**config.mk**
```make
export PLATFORM = sky130hd
export DESIGN_NAME = flt_encode_seq_flat
export DESIGN_NICKNAME = d
export VERILOG_FILES = /design/src/rtl/flt_pkg.sv /design/src/rtl/flt_encode_seq_if.sv /design/src/rtl/flt_round_pack.sv /design/src/rtl/flt_encode_seq.sv /design/src/flat_wrapper.sv
export SDC_FILE = /design/constraint.sdc
export NUM_CORES = 1
export LEC_CHECK = 0
export CORE_UTILIZATION = 45
export DETAILED_ROUTE_END_ITERATION = 6
export GPL_ROUTABILITY_DRIVEN = 0
export HOLD_SLACK_MARGIN = 0.12
export PLACE_DENSITY_LB_ADDON = 0.05
export SLEW_MARGIN = 20
export SYNTH_ARGS = -nofsm -noshare
export SYNTH_HDL_FRONTEND = slang
export SYNTH_SLANG_ARGS = --single-unit
```
**constraint.sdc**
```tcl
create_clock -name clk -period 3.61 [get_ports clk]
set_clock_uncertainty 0.2 [all_clocks]
set_input_delay 1.083 -clock clk [delete_from_list [all_inputs] [get_ports clk]]
set_output_delay 1.083 -clock clk [all_outputs]
set_load 0.01 [all_outputs]
```
**src/rtl/flt_pkg.sv**
```systemverilog
`default_nettype none
// flt_pkg: constants and FSM state type shared by the float encode/decode paths.
// Rev 1.0
package flt_pkg;
  localparam int FLT_BIAS           = 127;
  localparam int FLT_EXP_W          = 8;
  localparam int FLT_FRAC_W         = 23;
  localparam int FLT_FRAC_BITS_DEF  = 12;
  localparam int FLT_EXP_OFS        = FLT_BIAS - FLT_FRAC_BITS_DEF;

  typedef enum logic [1:0] {
    IDLE  = 2'd0,
    NORM  = 2'd1,
    ROUND = 2'd2,
    DONE  = 2'd3
  } flt_state_e;
endpackage
`default_nettype wire

```
**src/rtl/flt_encode_seq_if.sv**
```systemverilog
`default_nettype none
// flt_encode_seq_if: input/output valid-ready channels of the fixed-to-float encoder.
// Rev 1.0
interface flt_encode_seq_if #(
  parameter int INT_W = 128
);
  logic             in_valid;
  logic             in_ready;
  logic [INT_W-1:0] int_val;
  logic             pos;
  logic             out_valid;
  logic             out_ready;
  logic [31:0]      flt_value;
  logic             busy;

  modport master (
    output in_valid, int_val, pos, out_ready,
    input  in_ready, out_valid, flt_value, busy
  );

  modport slave (
    input  in_valid, int_val, pos, out_ready,
    output in_ready, out_valid, flt_value, busy
  );
endinterface
`default_nettype wire

```
**src/rtl/flt_round_pack.sv**
```systemverilog
`default_nettype none
// flt_round_pack: RNE rounding of a normalised magnitude and IEEE-754 single packing.
// Rev 1.0
module flt_round_pack
  import flt_pkg::*;
#(
  parameter int INT_W     = 128,
  parameter int FRAC_BITS = FLT_FRAC_BITS_DEF
) (
  input  wire logic [INT_W-2:0]         i_mag_frac,
  input  wire logic [$clog2(INT_W)-1:0] i_cnt,
  input  wire logic                     i_sgn,
  input  wire logic                     i_zero,
  output logic      [31:0]              o_flt
);
  localparam int CNT_W   = $clog2(INT_W);
  localparam int EXP_TOP = FLT_EXP_OFS + (FLT_FRAC_BITS_DEF - FRAC_BITS) + INT_W - 1;
  localparam logic [FLT_EXP_W-1:0] C_EXP_TOP = FLT_EXP_W'(EXP_TOP);

  // Hidden bit is dropped by the caller; bit INT_W-2 is the first stored fraction bit.
  logic [FLT_FRAC_W-1:0] w_frac;
  logic                  w_g;
  logic                  w_s;
  logic                  w_rnd_up;
  logic [FLT_FRAC_W:0]   w_frac_sum;
  logic [FLT_EXP_W-1:0]  w_exp;

  assign w_frac     = i_mag_frac[INT_W-2 -: FLT_FRAC_W];
  assign w_g        = i_mag_frac[INT_W-2-FLT_FRAC_W];
  assign w_s        = |i_mag_frac[INT_W-3-FLT_FRAC_W:0];
  assign w_rnd_up   = w_g & (w_s | w_frac[0]);
  assign w_frac_sum = {1'b0, w_frac} + {{FLT_FRAC_W{1'b0}}, w_rnd_up};
  assign w_exp      = C_EXP_TOP
                    - {{(FLT_EXP_W-CNT_W){1'b0}}, i_cnt}
                    + {{(FLT_EXP_W-1){1'b0}}, w_frac_sum[FLT_FRAC_W]};

  assign o_flt = i_zero ? {i_sgn, 31'b0}
                        : {i_sgn, w_exp, w_frac_sum[FLT_FRAC_W-1:0]};
endmodule
`default_nettype wire

```
**src/rtl/flt_encode_seq.sv**
```systemverilog
`default_nettype none
// flt_encode_seq: sequential Q116.12 magnitude + sign to IEEE-754 single converter.
// Rev 1.0
module flt_encode_seq
  import flt_pkg::*;
#(
  parameter int INT_W     = 128,
  parameter int FRAC_BITS = 12,
  parameter int COARSE    = 8
) (
  input  wire logic        clk,
  input  wire logic        rst_n,
  flt_encode_seq_if.slave  bus
);
  localparam int CNT_W = $clog2(INT_W);

  flt_state_e       r_state,     w_state_nxt;
  logic [INT_W-1:0] r_mag,       w_mag_nxt;
  logic [CNT_W-1:0] r_cnt,       w_cnt_nxt;
  logic             r_sgn,       w_sgn_nxt;
  logic             r_zero,      w_zero_nxt;
  logic [31:0]      r_flt,       w_flt_nxt;
  logic             r_out_valid, w_out_valid_nxt;
  logic [31:0]      w_packed;

  flt_round_pack #(
    .INT_W     (INT_W),
    .FRAC_BITS (FRAC_BITS)
  ) u_round_pack (
    .i_mag_frac (r_mag[INT_W-2:0]),
    .i_cnt      (r_cnt),
    .i_sgn      (r_sgn),
    .i_zero     (r_zero),
    .o_flt      (w_packed)
  );

  always_ff @(posedge clk or negedge rst_n) begin
    if (!rst_n) begin
      r_state     <= IDLE;
      r_mag       <= '0;
      r_cnt       <= '0;
      r_sgn       <= 1'b0;
      r_zero      <= 1'b0;
      r_flt       <= '0;
      r_out_valid <= 1'b0;
    end else begin
      r_state     <= w_state_nxt;
      r_mag       <= w_mag_nxt;
      r_cnt       <= w_cnt_nxt;
      r_sgn       <= w_sgn_nxt;
      r_zero      <= w_zero_nxt;
      r_flt       <= w_flt_nxt;
      r_out_valid <= w_out_valid_nxt;
    end
  end

  always_comb begin
    w_state_nxt     = r_state;
    w_mag_nxt       = r_mag;
    w_cnt_nxt       = r_cnt;
    w_sgn_nxt       = r_sgn;
    w_zero_nxt      = r_zero;
    w_flt_nxt       = r_flt;
    w_out_valid_nxt = r_out_valid;
    case (r_state)
      IDLE: begin
        if (bus.in_valid) begin
          w_mag_nxt   = bus.int_val;
          w_sgn_nxt   = ~bus.pos;
          w_cnt_nxt   = '0;
          w_zero_nxt  = 1'b0;
          w_state_nxt = NORM;
        end
      end
      NORM: begin
        // Coarse steps skip empty top bytes before single-bit steps finish the job.
        if (r_mag == '0) begin
          w_zero_nxt  = 1'b1;
          w_state_nxt = ROUND;
        end else if (r_mag[INT_W-1]) begin
          w_state_nxt = ROUND;
        end else if (r_mag[INT_W-1 -: COARSE] == '0) begin
          w_mag_nxt = r_mag << COARSE;
          w_cnt_nxt = r_cnt + CNT_W'(COARSE);
        end else begin
          w_mag_nxt = r_mag << 1;
          w_cnt_nxt = r_cnt + CNT_W'(1);
        end
      end
      ROUND: begin
        w_flt_nxt       = w_packed;
        w_out_valid_nxt = 1'b1;
        w_state_nxt     = DONE;
      end
      DONE: begin
        if (bus.out_ready) begin
          w_out_valid_nxt = 1'b0;
          w_state_nxt     = IDLE;
        end
      end
      default: w_state_nxt = IDLE;
    endcase
  end

  assign bus.in_ready  = (r_state == IDLE);
  assign bus.busy      = (r_state == NORM) || (r_state == ROUND);
  assign bus.out_valid = r_out_valid;
  assign bus.flt_value = r_flt;
endmodule
`default_nettype wire
```
**src/flat_wrapper.sv**
```systemverilog
// flat-port wrapper written by rule: the top's interface ports become plain ports
module flt_encode_seq_flat import flt_pkg::*;
#(
  parameter int INT_W     = 128,
  parameter int FRAC_BITS = 12,
  parameter int COARSE    = 8
)
  (clk, rst_n, bus_in_valid, bus_int_val, bus_pos, bus_out_ready, bus_in_ready, bus_out_valid, bus_flt_value, bus_busy);
  flt_encode_seq_if #(.INT_W(INT_W)) bus_i ();
  input  wire logic clk;
  input  wire logic rst_n;
  input wire logic [$bits(bus_i.in_valid)-1:0] bus_in_valid;
  input wire logic [$bits(bus_i.int_val)-1:0] bus_int_val;
  input wire logic [$bits(bus_i.pos)-1:0] bus_pos;
  input wire logic [$bits(bus_i.out_ready)-1:0] bus_out_ready;
  output wire logic [$bits(bus_i.in_ready)-1:0] bus_in_ready;
  output wire logic [$bits(bus_i.out_valid)-1:0] bus_out_valid;
  output wire logic [$bits(bus_i.flt_value)-1:0] bus_flt_value;
  output wire logic [$bits(bus_i.busy)-1:0] bus_busy;
  assign bus_i.in_valid = bus_in_valid;
  assign bus_i.int_val = bus_int_val;
  assign bus_i.pos = bus_pos;
  assign bus_i.out_ready = bus_out_ready;
  assign bus_in_ready = bus_i.in_ready;
  assign bus_out_valid = bus_i.out_valid;
  assign bus_flt_value = bus_i.flt_value;
  assign bus_busy = bus_i.busy;
  flt_encode_seq #(.INT_W(INT_W), .FRAC_BITS(FRAC_BITS), .COARSE(COARSE)) u_core (.clk(clk), .rst_n(rst_n), .bus(bus_i));
endmodule
```
==> results of run 1 <==
## power breakdown
group,switching (W),internal (W)
Sequential,0.00120,0.00286
Clock,0.000837,0.00105
Combinational,0.00220,0.00306
## worst max-delay path, cell delays in order, from the launching register on
cell and delay [ps]:
dfrtp_1 440, nor4_1 660, nand4_1 200, nor4_1 350, buf_4 200, a31oi_2 160, o21a_4 280, buf_12 210
mux2_4 370
## cells in the mapped netlist (4+ instances only)
library cell  instances
dfrtp_1             172
inv_1               136
o22ai_1             121
mux2i_1             112
mux2_4              107
clkbuf_1             42
nor4_1               34
nand2_1              33
o2bb2ai_1            28
xnor2_1              16
buf_6                14
o21ai_0              14
mux2_2               13
nand3_1              13
nand4_1              12
a21oi_1              11
nor2_1               11
ha_1                 10
xor2_1               10
buf_1                 9
buf_2                 9
mux2_1                9
nor3_1                7
nand2b_1              4
nor2b_1               4
## layer usage
| layer | vias to the layer above | share of wire, % | GRT usage (%) |
|---|---|---|---|
| met3 | 21 | 4.1 | 3.70 |
| met5 | - | 0 | 0 |
| met2 | 193 | 46 | 36.7 |
| li1 | 3824 | - | - |
| met1 | 4032 | 48 | 34.1 |
| met4 | 0 | 1.2 | 6.65 |
## state kept, by name, indices dropped and copies added (netlist names)
| register | flops |
|---|---|
| u_core.r_cnt | 7 |
| u_core.r_sgn | 1 |
| u_core.r_state | 2 |
| u_core.bus.flt_value | 32 |
| u_core.r_mag | 128 |
| u_core.bus.out_valid | 1 |
| u_core.r_zero | 1 |
## cell families (layout without fill, tap and decap cells)
| kind of cell | Yosys count | after routing | share of synthesized area (%) |
|---|---|---|---|
| XOR/XNOR | 26 | 26 | 2.16 |
| adder cells (fa/ha/maj) | 10 | 10 | 1.19 |
| buffers and inverters | 210 | 359 | 8.58 |
| multiplexers | 241 | 241 | 28.2 |
| AND/OR/NAND/NOR | 133 | 133 | 6.87 |
| AO/OA/AOI/OAI | 193 | 193 | 12.2 |
| flip-flops | 172 | 172 | 40.8 |
## cell usage in the layout (no fill, tap or decap), types with 3 or more instances in the layout
cell and n:
nor3_1 7, xnor2_1 16, nand4_1 12, nor4_1 34, mux2_2 13, ha_1 9
o22ai_1 121, clkdlybuf4s50_1 166, clkinvlp_4 3, nand2_1 33, o2bb2ai_1 28, mux2_1 9
a41oi_1 3, nand3_1 13, nor2b_1 4, xor2_1 10, buf_12 7, clkbuf_16 17
nor2_1 10, mux2_4 107, buf_4 17, o21ai_0 14, mux2i_1 112, inv_6 7
a21oi_1 11, inv_1 136, dfrtp_1 172, o31ai_1 3, a31oi_1 3
## cell type report
| type | count | area [sq um] |
|---|---|---|
| clock buffer | 18 | 439 |
| sequential | 172 | 4300 |
| timing repair buffer | 191 | 1940 |
| inverter | 136 | 510 |
| multi-input combinational | 603 | 5370 |
| clock inverter | 14 | 154 |
| tap | 313 | 392 |
| fill | 2012 | 9660 |
## worst max-delay path by stage
stage | end | slack [ps] | cells past startpoint
after floorplan | u_core.bus.flt_value[29]$_DFFE_PN0P_ | 820 | 10
after global placement | u_core.r_mag[105]$_DFFE_PN0P_ | 390 | 5
after detailed placement | u_core.r_mag[108]$_DFFE_PN0P_ | 350 | 5
after CTS | bus_in_ready | 380 | 3
after global routing | bus_in_ready | 310 | 3
final | u_core.r_mag[14]$_DFFE_PN0P_ | 340 | 8
## stage by stage
stage | setup WS [ps] | std cells | instance area, sq um | total power [W] | hold slack, ps
final | 337 | 1447 | 13100 | 0.0112 | 286
after CTS | 378 | 1447 | 13100 | 0.0113 | 289
after floorplan | 818 | 985 | 10500 | 0.00780 | 244
after global routing | 311 | 1447 | 13100 | 0.0119 | 297
after detailed placement | 355 | 1415 | 12500 | 0.00935 | 272
after global placement | 388 | 1415 | 12500 | 0.00926 | 265
==> impl_metrics.csv, run 1 <==
group,metric,value,unit
outcome,status,"finished, final reports clean",
global_routing,grt_overflow,0,
layout,area_delta_synth_final,24.4,%
global_routing,grt_use_total,23.6,%
timing,min_period,3270,ps
clock_network,clk_latency,430,ps
floorplanning,coreArea,22800,sq um
timing,fmax,305,MHz
hold_path,min_from,"u_core.r_sgn$_DFFE_PN0P_",
drt,vias,8070,
global_routing,grt_pass1_vias,8060,
global_routing,antenna_found_initial,0,
synthesis,netlist_area,10500,sq um
layout,post-route-util,57.6,%
timing,grt_setup_unrepaired,"false",
floorplanning,io_pins,168,
power_and_ir_drop,leakage,5.55,nW
power_and_ir_drop,ir_worst_vdd,0.000587,V
synthesis,synth_edf_count,0,
worst_setup_path,r2r_start,"u_core.r_mag[91]$_DFFE_PN0P_",
synthesis,netlist_instances,985,
synthesis,ys_seq_area_share,40.8,%
timing,tightest_slew,1030,ps
timing,tns,0,ps
hold_path,min_to,"u_core.r_sgn$_DFFE_PN0P_",
synthesis,ys_async_sr_fraction,100,%
power_and_ir_drop,p_per_area,855,nW/um^2
synthesis,yosys.area.top_type_share,40.8,%
clock_network,cts_setup_buffers,0,
synthesis,ys.flop_type,"dfrtp_1",
worst_setup_path,rr_worst_depth,8,
worst_setup_path,required,3720,ps
clock_network,cts_resized,0,
drt,dr.pass1.iters,4,
synthesis,syn_area_per_cell,10.7,sq um
worst_setup_path,startpoint,"u_core.r_mag[91]$_DFFE_PN0P_",
floorplanning,die_area,24000,sq um
floorplanning,die_h,155,microns
drt,drt_iter0_drc,423,
drt,ant_nets,0,
synthesis,yosysWarnings,0,
clock_network,cts_made_buffers,17,
clock_network,cts_tree,"done",
clock_network,htree_num_levels,4,
clock_network,cts_hold_buf,0,
timing,maxSlewViolCount,0,
worst_setup_path,worst_ep_arrival_time,3390,ps
drt,wl,27600,microns
synthesis,synth-seq-cells,172,
worst_setup_path,crit_path_end_kind,"flop",
timing,setup_viol,0,
drt,via_per_inst,5.58,
placement,place.detailed.hpwl,18700,microns
worst_setup_path,cp_max_fo,59,
floorplanning,initial_core_util,46.3,%
synthesis,yosysTopAreaCell,"dfrtp_1",
synthesis,synth.net_count,1128,
floorplanning,rows,55,
synthesis,yosys-top-cells-area,"dfrtp_1 41%, mux2_4 15%, mux2i_1 11%, o22ai_1 7.2%, inv_1 4.8%",
global_routing,grt_max_degree,124,
global_routing,grt_pass1_wl,44400,microns
floorplanning,die_w,155,microns
hold_path,hold_class,"flop to flop",
layout,nNetsFinal,1264,
worst_setup_path,reg2reg_to,"u_core.r_mag[14]$_DFFE_PN0P_",
drt,drc_errors,0,
clock_network,cts_max_path_buffers,2,
timing,finalCritPeriodShare,90.7,%
timing,hold_viol,0,
synthesis,synth_cell_type_count,49,
timing,max_slew_margin,31.5,%
worst_setup_path,ff2ff_setup_slack,340,ps
clock_network,cts.sinks,172,
layout,n_antenna_cell,0,
clock_network,clkSlewWorstSetupHoldPaths,70,ps
drt,wire_per_inst,19.1,microns
flow_run,maxCapViolCount,0,
hold_path,hold_depth,2,
worst_setup_path,cp-start-kind,"flop",
layout,drive_gt1_share,16.2,%
placement,io_buffers,167,
clock_network,clockRootBuffer,"clkbuf_16",
worst_setup_path,critPathKind,"flop to flop",
Power figures use the tool's default switching activity.
==> run 2, diff against run 1 <==
--- a/config.mk
+++ b/config.mk
@@ -5,6 +5,7 @@
 export SDC_FILE = /design/constraint.sdc
 export NUM_CORES = 1
 export LEC_CHECK = 0
+export CAP_MARGIN = 10
 export CORE_UTILIZATION = 45
 export DETAILED_ROUTE_END_ITERATION = 6
 export GPL_ROUTABILITY_DRIVEN = 0
==> results of run 2 <==
No change in the layout: final DEF, timing and power equal those of run 1.
